## src/rtl/truth_sweep_pkg.sv

```systemverilog
// -----------------------------------------------------------------------------
// truth_sweep_pkg
// Shared types and constants for the truth-table sweeper:
//   state_e  : sweep FSM states (IDLE, DRIVE, CHECK, FINISH)
//   MODE_SOP : term mask lists minterms  (mask bit i set -> F(i) = 1)
//   MODE_POS : term mask lists maxterms  (mask bit i set -> F(i) = 0)
//   SETTLE_W : width of the settle down-counter (SETTLE range 0..15)
// -----------------------------------------------------------------------------
package truth_sweep_pkg;

    typedef enum logic [1:0] {
        IDLE   = 2'd0,
        DRIVE  = 2'd1,
        CHECK  = 2'd2,
        FINISH = 2'd3
    } state_e;

    localparam logic MODE_SOP = 1'b0;
    localparam logic MODE_POS = 1'b1;

    localparam int SETTLE_W = 4;

endpackage

```

## src/rtl/tt_ref_eval.sv

```systemverilog
// -----------------------------------------------------------------------------
// tt_ref_eval
// Golden reference for an N_IN-input single-output function described by a
// term list. Purely combinational so it can be dropped into other benches.
// Ports:
//   mask    : term list, bit i belongs to input vector i
//   mode    : MODE_SOP (minterms) or MODE_POS (maxterms)
//   vec     : input vector being evaluated
//   ref_out : expected function value for vec
// -----------------------------------------------------------------------------
module tt_ref_eval
    import truth_sweep_pkg::*;
#(
    parameter int N_IN = 4
) (
    input  logic [(1 << N_IN)-1:0] mask,
    input  logic                   mode,
    input  logic [N_IN-1:0]        vec,
    output logic                   ref_out
);

    logic term_s;

    // Look up the term bit and invert it for maxterm lists.
    always_comb begin
        term_s = mask[vec];
        if (mode == MODE_POS) begin
            ref_out = ~term_s;
        end else begin
            ref_out = term_s;
        end
    end

endmodule

```

## src/rtl/truth_table_sweeper.sv

```systemverilog
// -----------------------------------------------------------------------------
// truth_table_sweeper
// Exhaustive checker for an N_IN-input combinational function. Steps vec_out
// through 0..2^N_IN-1, waits SETTLE cycles per vector, then compares dut_out
// with the reference derived from the latched term mask.
// Ports:
//   clk, reset           : clock, synchronous active-high reset
//   start                : begin a sweep (only honoured in IDLE)
//   mode, term_mask      : term interpretation and list, latched at start
//   hold                 : stall while in DRIVE/CHECK
//   vec_out / dut_out    : vector to the DUT and its response
//   ref_out              : reference value for the current vec_out
//   busy                 : sweep in progress
//   check, mismatch      : compare strobe and failing-compare strobe
//   err_count            : mismatches in the current/last sweep
//   first_err_idx/_vld   : first failing vector
//   done, pass           : end-of-sweep pulse and verdict (held until start)
// -----------------------------------------------------------------------------
module truth_table_sweeper
    import truth_sweep_pkg::*;
#(
    parameter int N_IN   = 4,
    parameter int SETTLE = 1,
    parameter int CNT_W  = N_IN + 1
) (
    input  logic                   clk,
    input  logic                   reset,
    input  logic                   start,
    input  logic                   mode,
    input  logic [(1 << N_IN)-1:0] term_mask,
    input  logic                   hold,
    output logic [N_IN-1:0]        vec_out,
    input  logic                   dut_out,
    output logic                   ref_out,
    output logic                   busy,
    output logic                   check,
    output logic                   mismatch,
    output logic [CNT_W-1:0]       err_count,
    output logic [N_IN-1:0]        first_err_idx,
    output logic                   first_err_vld,
    output logic                   done,
    output logic                   pass
);

    localparam int                  NV       = 1 << N_IN;
    localparam logic [N_IN-1:0]     VEC_LAST = N_IN'(NV - 1);
    localparam logic [SETTLE_W-1:0] SETTLE_V = SETTLE_W'(SETTLE);

    state_e                state_q, state_d;
    logic [N_IN-1:0]       vec_q, vec_d;
    logic [SETTLE_W-1:0]   settle_q, settle_d;
    logic                  mode_q, mode_d;
    logic [NV-1:0]         mask_q, mask_d;
    logic [CNT_W-1:0]      err_q, err_d;
    logic [N_IN-1:0]       fidx_q, fidx_d;
    logic                  fvld_q, fvld_d;
    logic                  busy_q, busy_d;
    logic                  done_q, done_d;
    logic                  pass_q, pass_d;
    logic                  ref_s;
    logic                  check_s;
    logic                  mismatch_s;

    tt_ref_eval #(.N_IN(N_IN)) u_ref (
        .mask    (mask_q),
        .mode    (mode_q),
        .vec     (vec_q),
        .ref_out (ref_s)
    );

    // Sweep FSM: next-state, datapath updates and compare strobes.
    always_comb begin
        state_d    = state_q;
        vec_d      = vec_q;
        settle_d   = settle_q;
        mode_d     = mode_q;
        mask_d     = mask_q;
        err_d      = err_q;
        fidx_d     = fidx_q;
        fvld_d     = fvld_q;
        busy_d     = busy_q;
        done_d     = 1'b0;
        pass_d     = pass_q;
        check_s    = 1'b0;
        mismatch_s = 1'b0;

        case (state_q)
            IDLE: begin
                if (start) begin
                    mode_d   = mode;
                    mask_d   = term_mask;
                    err_d    = {CNT_W{1'b0}};
                    fvld_d   = 1'b0;
                    pass_d   = 1'b0;
                    vec_d    = {N_IN{1'b0}};
                    busy_d   = 1'b1;
                    settle_d = SETTLE_V;
                    state_d  = DRIVE;
                end else begin
                    state_d = IDLE;
                end
            end
            DRIVE: begin
                // The CHECK cycle itself is the last settle cycle, so a
                // count of 1 (or 0) hands over to CHECK.
                if (hold) begin
                    state_d = DRIVE;
                end else if (settle_q <= SETTLE_W'(1)) begin
                    settle_d = {SETTLE_W{1'b0}};
                    state_d  = CHECK;
                end else begin
                    settle_d = settle_q - SETTLE_W'(1);
                    state_d  = DRIVE;
                end
            end
            CHECK: begin
                if (hold) begin
                    state_d = CHECK;
                end else begin
                    check_s    = 1'b1;
                    mismatch_s = (dut_out != ref_s);
                    if (mismatch_s) begin
                        err_d = err_q + CNT_W'(1);
                        if (!fvld_q) begin
                            fidx_d = vec_q;
                            fvld_d = 1'b1;
                        end else begin
                            fidx_d = fidx_q;
                        end
                    end else begin
                        err_d = err_q;
                    end
                    if (vec_q == VEC_LAST) begin
                        state_d = FINISH;
                    end else begin
                        vec_d    = vec_q + N_IN'(1);
                        settle_d = SETTLE_V;
                        // With no settle time the next vector is compared
                        // straight away, giving back-to-back checks.
                        if (SETTLE_V == SETTLE_W'(0)) begin
                            state_d = CHECK;
                        end else begin
                            state_d = DRIVE;
                        end
                    end
                end
            end
            FINISH: begin
                done_d  = 1'b1;
                pass_d  = (err_q == {CNT_W{1'b0}});
                busy_d  = 1'b0;
                state_d = IDLE;
            end
            default: begin
                state_d = IDLE;
            end
        endcase
    end

    // State and result registers with synchronous reset.
    always_ff @(posedge clk) begin
        if (reset) begin
            state_q  <= IDLE;
            vec_q    <= {N_IN{1'b0}};
            settle_q <= {SETTLE_W{1'b0}};
            mode_q   <= MODE_SOP;
            mask_q   <= {NV{1'b0}};
            err_q    <= {CNT_W{1'b0}};
            fidx_q   <= {N_IN{1'b0}};
            fvld_q   <= 1'b0;
            busy_q   <= 1'b0;
            done_q   <= 1'b0;
            pass_q   <= 1'b0;
        end else begin
            state_q  <= state_d;
            vec_q    <= vec_d;
            settle_q <= settle_d;
            mode_q   <= mode_d;
            mask_q   <= mask_d;
            err_q    <= err_d;
            fidx_q   <= fidx_d;
            fvld_q   <= fvld_d;
            busy_q   <= busy_d;
            done_q   <= done_d;
            pass_q   <= pass_d;
        end
    end

    assign vec_out       = vec_q;
    assign ref_out       = ref_s;
    assign busy          = busy_q;
    assign check         = check_s;
    assign mismatch      = mismatch_s;
    assign err_count     = err_q;
    assign first_err_idx = fidx_q;
    assign first_err_vld = fvld_q;
    assign done          = done_q;
    assign pass          = pass_q;

endmodule

```

## config.mk

```make
export PLATFORM = sky130hd
export DESIGN_NAME = truth_table_sweeper
export DESIGN_NICKNAME = d
export VERILOG_FILES = /design/src/rtl/truth_sweep_pkg.sv /design/src/rtl/tt_ref_eval.sv /design/src/rtl/truth_table_sweeper.sv
export SDC_FILE = /design/constraint.sdc
export NUM_CORES = 1
export LEC_CHECK = 0
export CAP_MARGIN = 20
export CELL_PAD_IN_SITES_DETAIL_PLACEMENT = 1
export CELL_PAD_IN_SITES_GLOBAL_PLACEMENT = 1
export CORE_ASPECT_RATIO = 0.5
export CORE_MARGIN = 3
export CORE_UTILIZATION = 34
export DETAILED_ROUTE_END_ITERATION = 8
export HOLD_SLACK_MARGIN = 0.03
export PLACE_DENSITY_LB_ADDON = 0.1
export SYNTH_ARGS = -nofsm -noshare
export SYNTH_HDL_FRONTEND = slang
export SYNTH_SLANG_ARGS = --single-unit
```

## constraint.sdc

```tcl
create_clock -name clk -period 1.9 [get_ports clk]
set_input_delay 0.38 -clock clk [delete_from_list [all_inputs] [get_ports clk]]
set_output_delay 0.38 -clock clk [all_outputs]
set_load 0.03 [all_outputs]
```

# After elaboration in Yosys (flattened, before gate mapping)
# Index checks and enable logic that the tools add are counted.
[totals]
out_inout_bits = 20
wordCells = 75
reg_bits = 40
input_bits = 22
[op_classes]
n_bitwise = 3
eq_ne = 10
n_reduce_logical = 11
n_addsub = 3
muxes = 35
order_cmp = 2
[ops]
columns = ["op", "count"]
rows = [
  ["$mux W4", 8],
  ["$mux W5", 3],
  ["$mux W1", 12],
  ["$pmux W4 S3", 1],
  ["$reduce_and A4 Y1", 3],
  ["$ne A2 B2 Y1 const B", 5],
  ["$pmux W5 S2", 1],
  ["$mux W2", 4],
  ["$pmux W2 S4", 1],
  ["$pmux W4 S2", 1],
  ["$pmux W1 S2", 3],
  ["$add A5 B1 Y5 const B", 1],
  ["$logic_not A5 Y1", 1],
  ["$lt A4 B5 Y1 const B", 1],
  ["$reduce_and A5 Y1", 1],
  ["$add A4 B1 Y4 const B", 1],
  ["$bmux W1 S4", 1],
  ["$eq A2 B2 Y1 const B", 2],
  ["$eq A4 B4 Y1 const B", 1],
  ["$le A4 B1 Y1 const B", 1],
  ["$reduce_and A2 Y1", 2],
  ["$reduce_bool A2 Y1", 2],
  ["$sub A4 B1 Y4 const B", 1],
  ["$not A1 Y1", 3],
  ["4 further kinds", 4],
]

# Logic depth before layout (Yosys ltp)
# Gate-level depths: netlist of the first run.
[logic_depth]
word_depth = 8
depth_mapped = 7
ltp_nobuf = 7

# Hierarchy
# A second synthesis of the first run with hierarchy kept.
[unflattened]
cells_unflattened = 217
area_unflattened_um2 = 1909.3
[modules_own_cells]
columns = ["module", "n_inst", "area_per_inst_um2", "cells_each"]
rows = [
  ["truth_table_sweeper", 1, 1773.0, 211],
  ["tt_ref_eval", 1, 136.4, 6],
]

# Least setup slack after synthesis of the first run
# Ideal clock, no wire load.
[synth_path]
kind = "register to output"
from = "register vec_q[1] (netlist: vec_out[1])"
to = "output ref_out"
slack_ps = -599
arrival_time_ps = 2119
stages_incl_launch_ff = 6
path_cell_list = "dfxtp_1 -> buf_4 -> mux4_2 -> mux2i_4 -> mux2i_1 -> xor2_1"
[synth_between]
elab_chain_cells = 4
[synth_lines]
columns = ["element", "line_no", "text"]
rows = [
  ["start: declaration", "truth_table_sweeper.sv:50", "logic [N_IN-1:0] vec_q, vec_d;"],
  ["start signal: assignment", "truth_table_sweeper.sv:164", "vec_q <= {N_IN{1'b0}};"],
  ["start signal: assignment", "truth_table_sweeper.sv:176", "vec_q <= vec_d;"],
  ["$bmux W1 S4 (*)", "tt_ref_eval.sv:26", "term_s = mask[vec];"],
  ["$mux W1 (implied by the code) (*)", "tt_ref_eval.sv:26", ""],
  ["$not A1 Y1", "tt_ref_eval.sv:28", "ref_out = ~term_s;"],
  ["$mux W1 (*)", "tt_ref_eval.sv:27", "if (mode == MODE_POS) begin"],
  ["end: declaration", "truth_table_sweeper.sv:34", "output logic ref_out,"],
]
# Every way passes the cells marked *; elsewhere a longest branch is shown, timed or not. The select of a mux whose other input is x is not followed.

# Worst setup path in the final report of the first run
[layout_path]
from = "input dut_out"
to = "output mismatch"
[layout_between]
elab_chain_cells = 3
[layout_lines]
columns = ["element", "line_no", "text"]
rows = [
  ["start: declaration", "truth_table_sweeper.sv:33", "input logic dut_out,"],
  ["$ne A1 B1 Y1", "truth_table_sweeper.sv:121", "mismatch_s = (dut_out != ref_s);"],
  ["$mux W1", "truth_table_sweeper.sv:117", "if (hold) begin"],
  ["$mux W1", "truth_table_sweeper.sv:87", "case (state_q)"],
  ["end: declaration", "truth_table_sweeper.sv:37", "output logic mismatch,"],
]
# Every way passes these cells.

==> impl_metrics.env, run 1 <==
export IMPL_tns_ns=-4.47
export IMPL_synth_area_um2=1960
export IMPL_gp_congestion=0.784
export IMPL_hold_class="flop to flop"
export IMPL_finish_instance_area_um2=3140
export IMPL_die_x_um=113
export IMPL_ir_worst_vdd_v=0.000366
export IMPL_hold_violations=0
export IMPL_fmax_ghz=0.425
export IMPL_power_leakage_uw=0.00121
export IMPL_reg2reg_depth=10
export IMPL_grt_total_usage_pct=18.2
export IMPL_start_util_pct=37.5
export IMPL_min_period_over_period_pct=124
export IMPL_dieArea_um2=6760
export IMPL_ant_nets=0
export IMPL_antennaDiodeCount=0
export IMPL_clk_pin_slew_ns=0.06
export IMPL_grt_ovfl_total=0
export IMPL_crit_arrival_ns=1.98
export IMPL_yosysTopAreaCellShare_pct=40.9
export IMPL_clkSinkCount=40
export IMPL_p_per_area_nw_per_um2=786
export IMPL_synth_common_cells="41 x nand2_1, 40 x dfxtp_1, 24 x a21oi_1"
export IMPL_wire_per_inst_um=17.7
export IMPL_insertion_delay_ns=0.28
export IMPL_fin_ws_ns=-0.455
export IMPL_drv_slew=0
export IMPL_postCtsHoldBufs=0
export IMPL_vias=1915
export IMPL_synthFlopType="dfxtp_1"
export IMPL_grt_max_degree=26
export IMPL_cts_made_buffers=5
export IMPL_cp_depth=7
export IMPL_syn_instance_count=229
export IMPL_grt_pass1_vias=1938
export IMPL_critical_path_cell_chain="clkdlybuf4s50_1 -> xnor2_1 -> nor4_1 -> a22o_4 -> nor2_4 -> inv_2 -> buf_12"
export IMPL_cts_tree="yes"
export IMPL_total_power_uw=2470
export IMPL_ys_warnings_count=0
export IMPL_min_path_cells=2
export IMPL_cp_max_fo=3
export IMPL_rsz0062_at_grt="true"
export IMPL_dp_hpwl_um=4050
export IMPL_grt_antenna_before_repair=0
export IMPL_setup_violations_final=20
export IMPL_path_class="input pin to output pin"
export IMPL_drive_above_1_share_pct=27.7
export IMPL_firstDrtPassIters=4
export IMPL_tightest_slew_ns=0.426
export IMPL_start_kind="input pin"
export IMPL_synthToLayoutAreaGrowth_pct=60.4
export IMPL_post_route_min_period_ns=2.36
export IMPL_viasPerCell=5.13
export IMPL_r2r_start="vec_out[1]"
export IMPL_cp_end_kind="output pin"
export IMPL_synth_area_top_cells="dfxtp_1 41%, nand2_1 7.9%, a21oi_1 6.1%"
export IMPL_slowest_stage="clkdlybuf4s50_1"
export IMPL_clock_tree_buffer_depth=2
export IMPL_max_slew_margin_rel_pct=71.5
export IMPL_synth_top_area_cell="dfxtp_1"
export IMPL_ys_ff_latch=40
export IMPL_critical_path_required_ns=1.52
export IMPL_netlist_cell_type_count=42
export IMPL_cp_slowest_stage_delay_ns=0.51
export IMPL_io_buffers=41
export IMPL_synthesis_nets=256
export IMPL_ys_seq_area_share_pct=40.9
export IMPL_synth_edf_count=0
export IMPL_fin_util_pct=60.1
export IMPL_violations="negative setup slack"
export IMPL_avgSynthCellArea_um2=8.55
export IMPL_dr_first_iter_drc_count=96
export IMPL_cap_violations=0
export IMPL_ff2ff_setup_slack_ns=-0.37
export IMPL_wl_um=6600
export IMPL_num_io_pins=42
export IMPL_final_nets=329
export IMPL_dpl_cell_area_um2=2660
export IMPL_h_tree_depth=2
export IMPL_cp_top_family="buffers and inverters"
export IMPL_async_flop_share_pct=0
export IMPL_grt_pass1_wl_um=9600
export IMPL_skew_ns=0.00502
export IMPL_synthMostInstantiatedCell="nand2_1"
export IMPL_min_delay_start="mask_q[5]"
export IMPL_clock_root_buffer="clkbuf_16"
export IMPL_crit_buf_inv=3
export IMPL_status="finished, violations left"
export IMPL_design_core_area_um2=5230
export IMPL_timing_rr_end="first_err_idx[3]"
export IMPL_hold_end="mask_q[5]"
export IMPL_remaining_drc_errors=0
export IMPL_num_rows=18
export IMPL_die_h_um=59.6
[worst max-delay path by stage]
stage,startpoint,to,slack (ns)
final,dut_out,mismatch,-0.46
after global placement,hold,mismatch,-0.34
after global routing,dut_out,mismatch,-0.53
after CTS,vec_out[1],mismatch,-0.51
after floorplan,vec_out[1],ref_out,-0.23
after detailed placement,hold,err_count[3],-0.40
[registers in the layout, indices dropped and copies added, names as in the netlist]
name           count
busy               1
mask_q            16
done               1
vec_out            4
state_q            2
first_err_vld      1
mode_q             1
pass               1
settle_q           4
first_err_idx      4
err_count          5
[timing repair]
item	in CTS	in global routing
pin swaps	11	12
resized for setup	17	19
setup endpoints to repair	19	20
setup buffers	9	6
[worst min-delay path, stage by stage, from the launching register on]
cell and delay [ns]:
dfxtp_1 0.31, nand2_1 0.05, a21oi_1 0.05
[where the power goes]
group	leakage, µW	switching, µW	internal, µW
clock network	0.0000911	339	753
registers	0.000327	29.7	876
logic	0.000796	238	231
[stage by stage]
step / setup WS, ns / hold WS, ns / cells
after global placement: -0.337 / 0.440 / 353
after CTS: -0.509 / 0.458 / 370
after detailed placement: -0.397 / 0.450 / 353
final: -0.455 / 0.457 / 373
after floorplan: -0.229 / 0.433 / 229
after global routing: -0.530 / 0.482 / 373
[cell families after synthesis]
| family | synth area share (%) |
|---|---|
| AO/OA/AOI/OAI | 17.0 |
| XOR/XNOR | 2.69 |
| buffers and inverters | 4.54 |
| flip-flops | 40.9 |
| adder cells (fa/ha/maj) | 3.20 |
| multiplexers | 11.0 |
| AND/OR/NAND/NOR | 20.7 |
[area by class of cell]
cell class | instances | area (µm²)
tap | 70 | 87.6
inverter | 8 | 30.0
sequential | 40 | 806
clock buffer | 6 | 129
multi-input combinational | 167 | 1250
timing repair buffer | 80 | 779
fill | 614 | 2090
clock inverter | 2 | 60.1
[cell usage in the layout, fill, tap and decap left out, types with 4 or more instances in the layout]
cell type and count:
nand2_1 40, dfxtp_1 38, clkdlybuf4s50_1 34, buf_4 31, a21oi_1 23, nor2_1 20, inv_1 7, mux2i_1 6
nand2b_1 5, o21ai_0 5, clkbuf_16 5, buf_12 5, buf_6 5, mux4_2 4, mux2i_4 4, nand3_1 4
ha_1 4, dlygate4sd2_1 4
[routing by layer]
layer / wire, µm / global-route usage (%) / vias up
met5: 0 / 0 / -
met4: 68 / 5.82 / 0
met3: 225 / 4.49 / 7
met2: 3360 / 33.1 / 35
met1: 2940 / 21.5 / 925
li1: - / - / 948
No activity file was read; power rests on OpenSTA's default activity.
==> run 2: changes to the inputs <==
--- a/config.mk
+++ b/config.mk
@@ -12,8 +12,9 @@
 export CORE_MARGIN = 3
 export CORE_UTILIZATION = 34
 export DETAILED_ROUTE_END_ITERATION = 8
-export HOLD_SLACK_MARGIN = 0.03
+export GPL_ROUTABILITY_DRIVEN = 0
 export PLACE_DENSITY_LB_ADDON = 0.1
 export SYNTH_ARGS = -nofsm -noshare
 export SYNTH_HDL_FRONTEND = slang
 export SYNTH_SLANG_ARGS = --single-unit
+export TNS_END_PERCENT = 50
==> run 2 against run 1 <==
Effect of this change: the run still ends with negative setup slack left; critical path depth decreased by 1; non-clock buffer count decreased by 8; utilization decreased by 3.4 points; combinational power decreased by 13%; setup slack got worse by 0.037 ns; worst hold slack got worse by 0.0027 ns; clock skew increased by 0.0010 ns; total power decreased by 9.1%; global-route usage decreased by 0.26 points; largest power group unchanged.
==> impl_metrics.env, run 2 (same netlist as run 1, synthesis figures left out) <==
export IMPL_fin_ws_ns=-0.492
export IMPL_grt_pass1_vias=1961
export IMPL_finish_instance_area_um2=2960
export IMPL_max_slew_margin_rel_pct=69.8
export IMPL_final_nets=321
export IMPL_drive_above_1_share_pct=24.7
export IMPL_p_per_area_nw_per_um2=758
export IMPL_crit_buf_inv=2
export IMPL_dpl_cell_area_um2=2630
export IMPL_postCtsHoldBufs=0
export IMPL_r2r_start="vec_out[1]"
export IMPL_ant_nets=0
export IMPL_largest_reg_flops=16
export IMPL_status="finished, violations left"
export IMPL_violations="negative setup slack"
export IMPL_dr_first_iter_drc_count=51
export IMPL_num_io_pins=42
export IMPL_post_route_min_period_ns=2.39
export IMPL_ff2ff_setup_slack_ns=-0.35
export IMPL_io_buffers=41
export IMPL_dieArea_um2=6760
export IMPL_synthToLayoutAreaGrowth_pct=51.2
export IMPL_grt_max_degree=22
export IMPL_fillers=619
export IMPL_fmax_ghz=0.418
export IMPL_viasPerCell=5.15
export IMPL_antennaDiodeCount=0
export IMPL_num_rows=18
export IMPL_clk_pin_slew_ns=0.06
export IMPL_dp_cells=353
export IMPL_setup_violations_final=15
export IMPL_clock_root_buffer="clkbuf_16"
export IMPL_crit_start="vec_out[1]"
export IMPL_rsz0062_at_grt="true"
export IMPL_layout_common_cells="41 x nand2_1, 37 x dfxtp_1, 33 x clkdlybuf4s50_1"
export IMPL_h_tree_depth=2
export IMPL_cap_violations=0
export IMPL_start_util_pct=37.5
export IMPL_die_x_um=113
export IMPL_design_core_area_um2=5230
export IMPL_critical_path_cell_chain="mux4_2 -> mux2i_4 -> buf_6 -> mux2i_4 -> xor2_2 -> buf_6"
export IMPL_endpoint="ref_out"
export IMPL_grt_total_usage_pct=17.9
export IMPL_cp_end_kind="output pin"
export IMPL_clock_tree_buffer_depth=2
export IMPL_die_h_um=59.6
export IMPL_vias=1878
export IMPL_dp_hpwl_um=4040
export IMPL_top_register="mask_q"
export IMPL_start_kind="flop"
export IMPL_remaining_drc_errors=0
export IMPL_cp_top_family="multiplexers"
export IMPL_hold_class="flop to flop"
export IMPL_reg2reg_depth=9
export IMPL_stdcell_count=365
export IMPL_grt_ovfl_total=0
export IMPL_drv_slew=0
export IMPL_clkSinkCount=40
export IMPL_cp_depth=6
export IMPL_path_class="flop to output pin"
export IMPL_cts_tree="yes"
export IMPL_tightest_slew_ns=0.452
export IMPL_insertion_delay_ns=0.29
export IMPL_grt_antenna_before_repair=0
export IMPL_power_leakage_uw=0.00114
export IMPL_wl_um=5870
export IMPL_critical_path_required_ns=1.52
export IMPL_mostFrequentLayoutCell="nand2_1"
export IMPL_timing_rr_end="first_err_vld"
export IMPL_cp_max_fo=5
export IMPL_firstDrtPassIters=4
export IMPL_cts_made_buffers=5
export IMPL_grt_pass1_wl_um=9500
export IMPL_min_period_over_period_pct=126
export IMPL_cp_slowest_stage_delay_ns=0.54
export IMPL_skew_ns=0.00605
export IMPL_slowest_stage="mux4_2"
export IMPL_total_power_uw=2240
export IMPL_ir_worst_vdd_v=0.000355
export IMPL_crit_arrival_ns=2.01
export IMPL_wire_per_inst_um=16.1
export IMPL_hold_violations=0
## run 2: repair_timing
action / 4_1_cts / 5_1_grt
buffers inserted: 3 / 2
resized for setup: 17 / 13
pin swaps: 5 / 6
setup endpoints to repair: 22 / 20
## run 2: area by class of cell
type / count / area, µm² / area share [%]
flip-flops and latches: 40 / 807 / 27.3
multi-input cells: 167 / 1200 / 40.5
inverters: 8 / 30.0 / 1.02
clock inverters: 2 / 17.5 / 0.592
clock buffers: 6 / 150 / 5.08
repair buffers: 72 / 668 / 22.6
well taps: 70 / 87.6 / 2.96
## run 2: stage by stage
step / hold slack (ns) / util, % / TNS, ns / setup WS (ns)
5_1_grt: 0.485 / 56.6 / -5.06 / -0.567
2_1_floorplan: 0.433 / - / -1.72 / -0.229
3_5_place_dp: 0.450 / 50.3 / -5.29 / -0.398
4_1_cts: 0.459 / 55.1 / -3.42 / -0.496
6_report: 0.454 / 56.6 / -3.58 / -0.492
3_3_place_gp: 0.439 / 50.3 / -3.66 / -0.327
## run 2: worst min-delay path by stage
stage	from	endpoint	slack, ns	depth (start not counted)
5_1_grt	mask_q[12]	mask_q[12]	0.48	2
4_1_cts	mask_q[10]	mask_q[10]	0.46	2
6_report	mask_q[10]	mask_q[10]	0.45	2
3_3_place_gp	mask_q[1]	mask_q[1]	0.44	2
2_1_floorplan	mask_q[12]	mask_q[12]	0.43	2
3_5_place_dp	mask_q[3]	mask_q[3]	0.45	2
## run 2: power breakdown
group          leakage (µW)  switching (µW)  internal [µW]  total, µW
clock             0.0000822             361            571        932
sequential         0.000328            24.8            876        901
combinational      0.000735             214            194        408
total               0.00114             600           1640       2240
## run 2: worst reg2reg max path, cell delays in order, from the launching register on
cell and delay, ns:
dfxtp_4 0.40, mux4_2 0.54, mux2i_4 0.24, buf_4 0.18, buf_4 0.11, a32oi_1 0.10, a21oi_1 0.19, buf_4 0.15
o21ai_1 0.08, and2_1 0.16
## run 2: per-layer routing
layer / track usage, % / up-vias / share of wire [%]
met5: 0 / - / 0
met4: 4.11 / 0 / 0.78
met3: 3.98 / 7 / 3.9
met2: 33.4 / 32 / 49
met1: 21.4 / 909 / 46
li1: - / 930 / -
==> run 3: changes to the inputs <==
--- a/config.mk
+++ b/config.mk
@@ -5,7 +5,6 @@
 export SDC_FILE = /design/constraint.sdc
 export NUM_CORES = 1
 export LEC_CHECK = 0
-export CAP_MARGIN = 20
 export CELL_PAD_IN_SITES_DETAIL_PLACEMENT = 1
 export CELL_PAD_IN_SITES_GLOBAL_PLACEMENT = 1
 export CORE_ASPECT_RATIO = 0.5
==> results of run 3 <==
Final layout, timing and power as in run 2 (identical DEF).
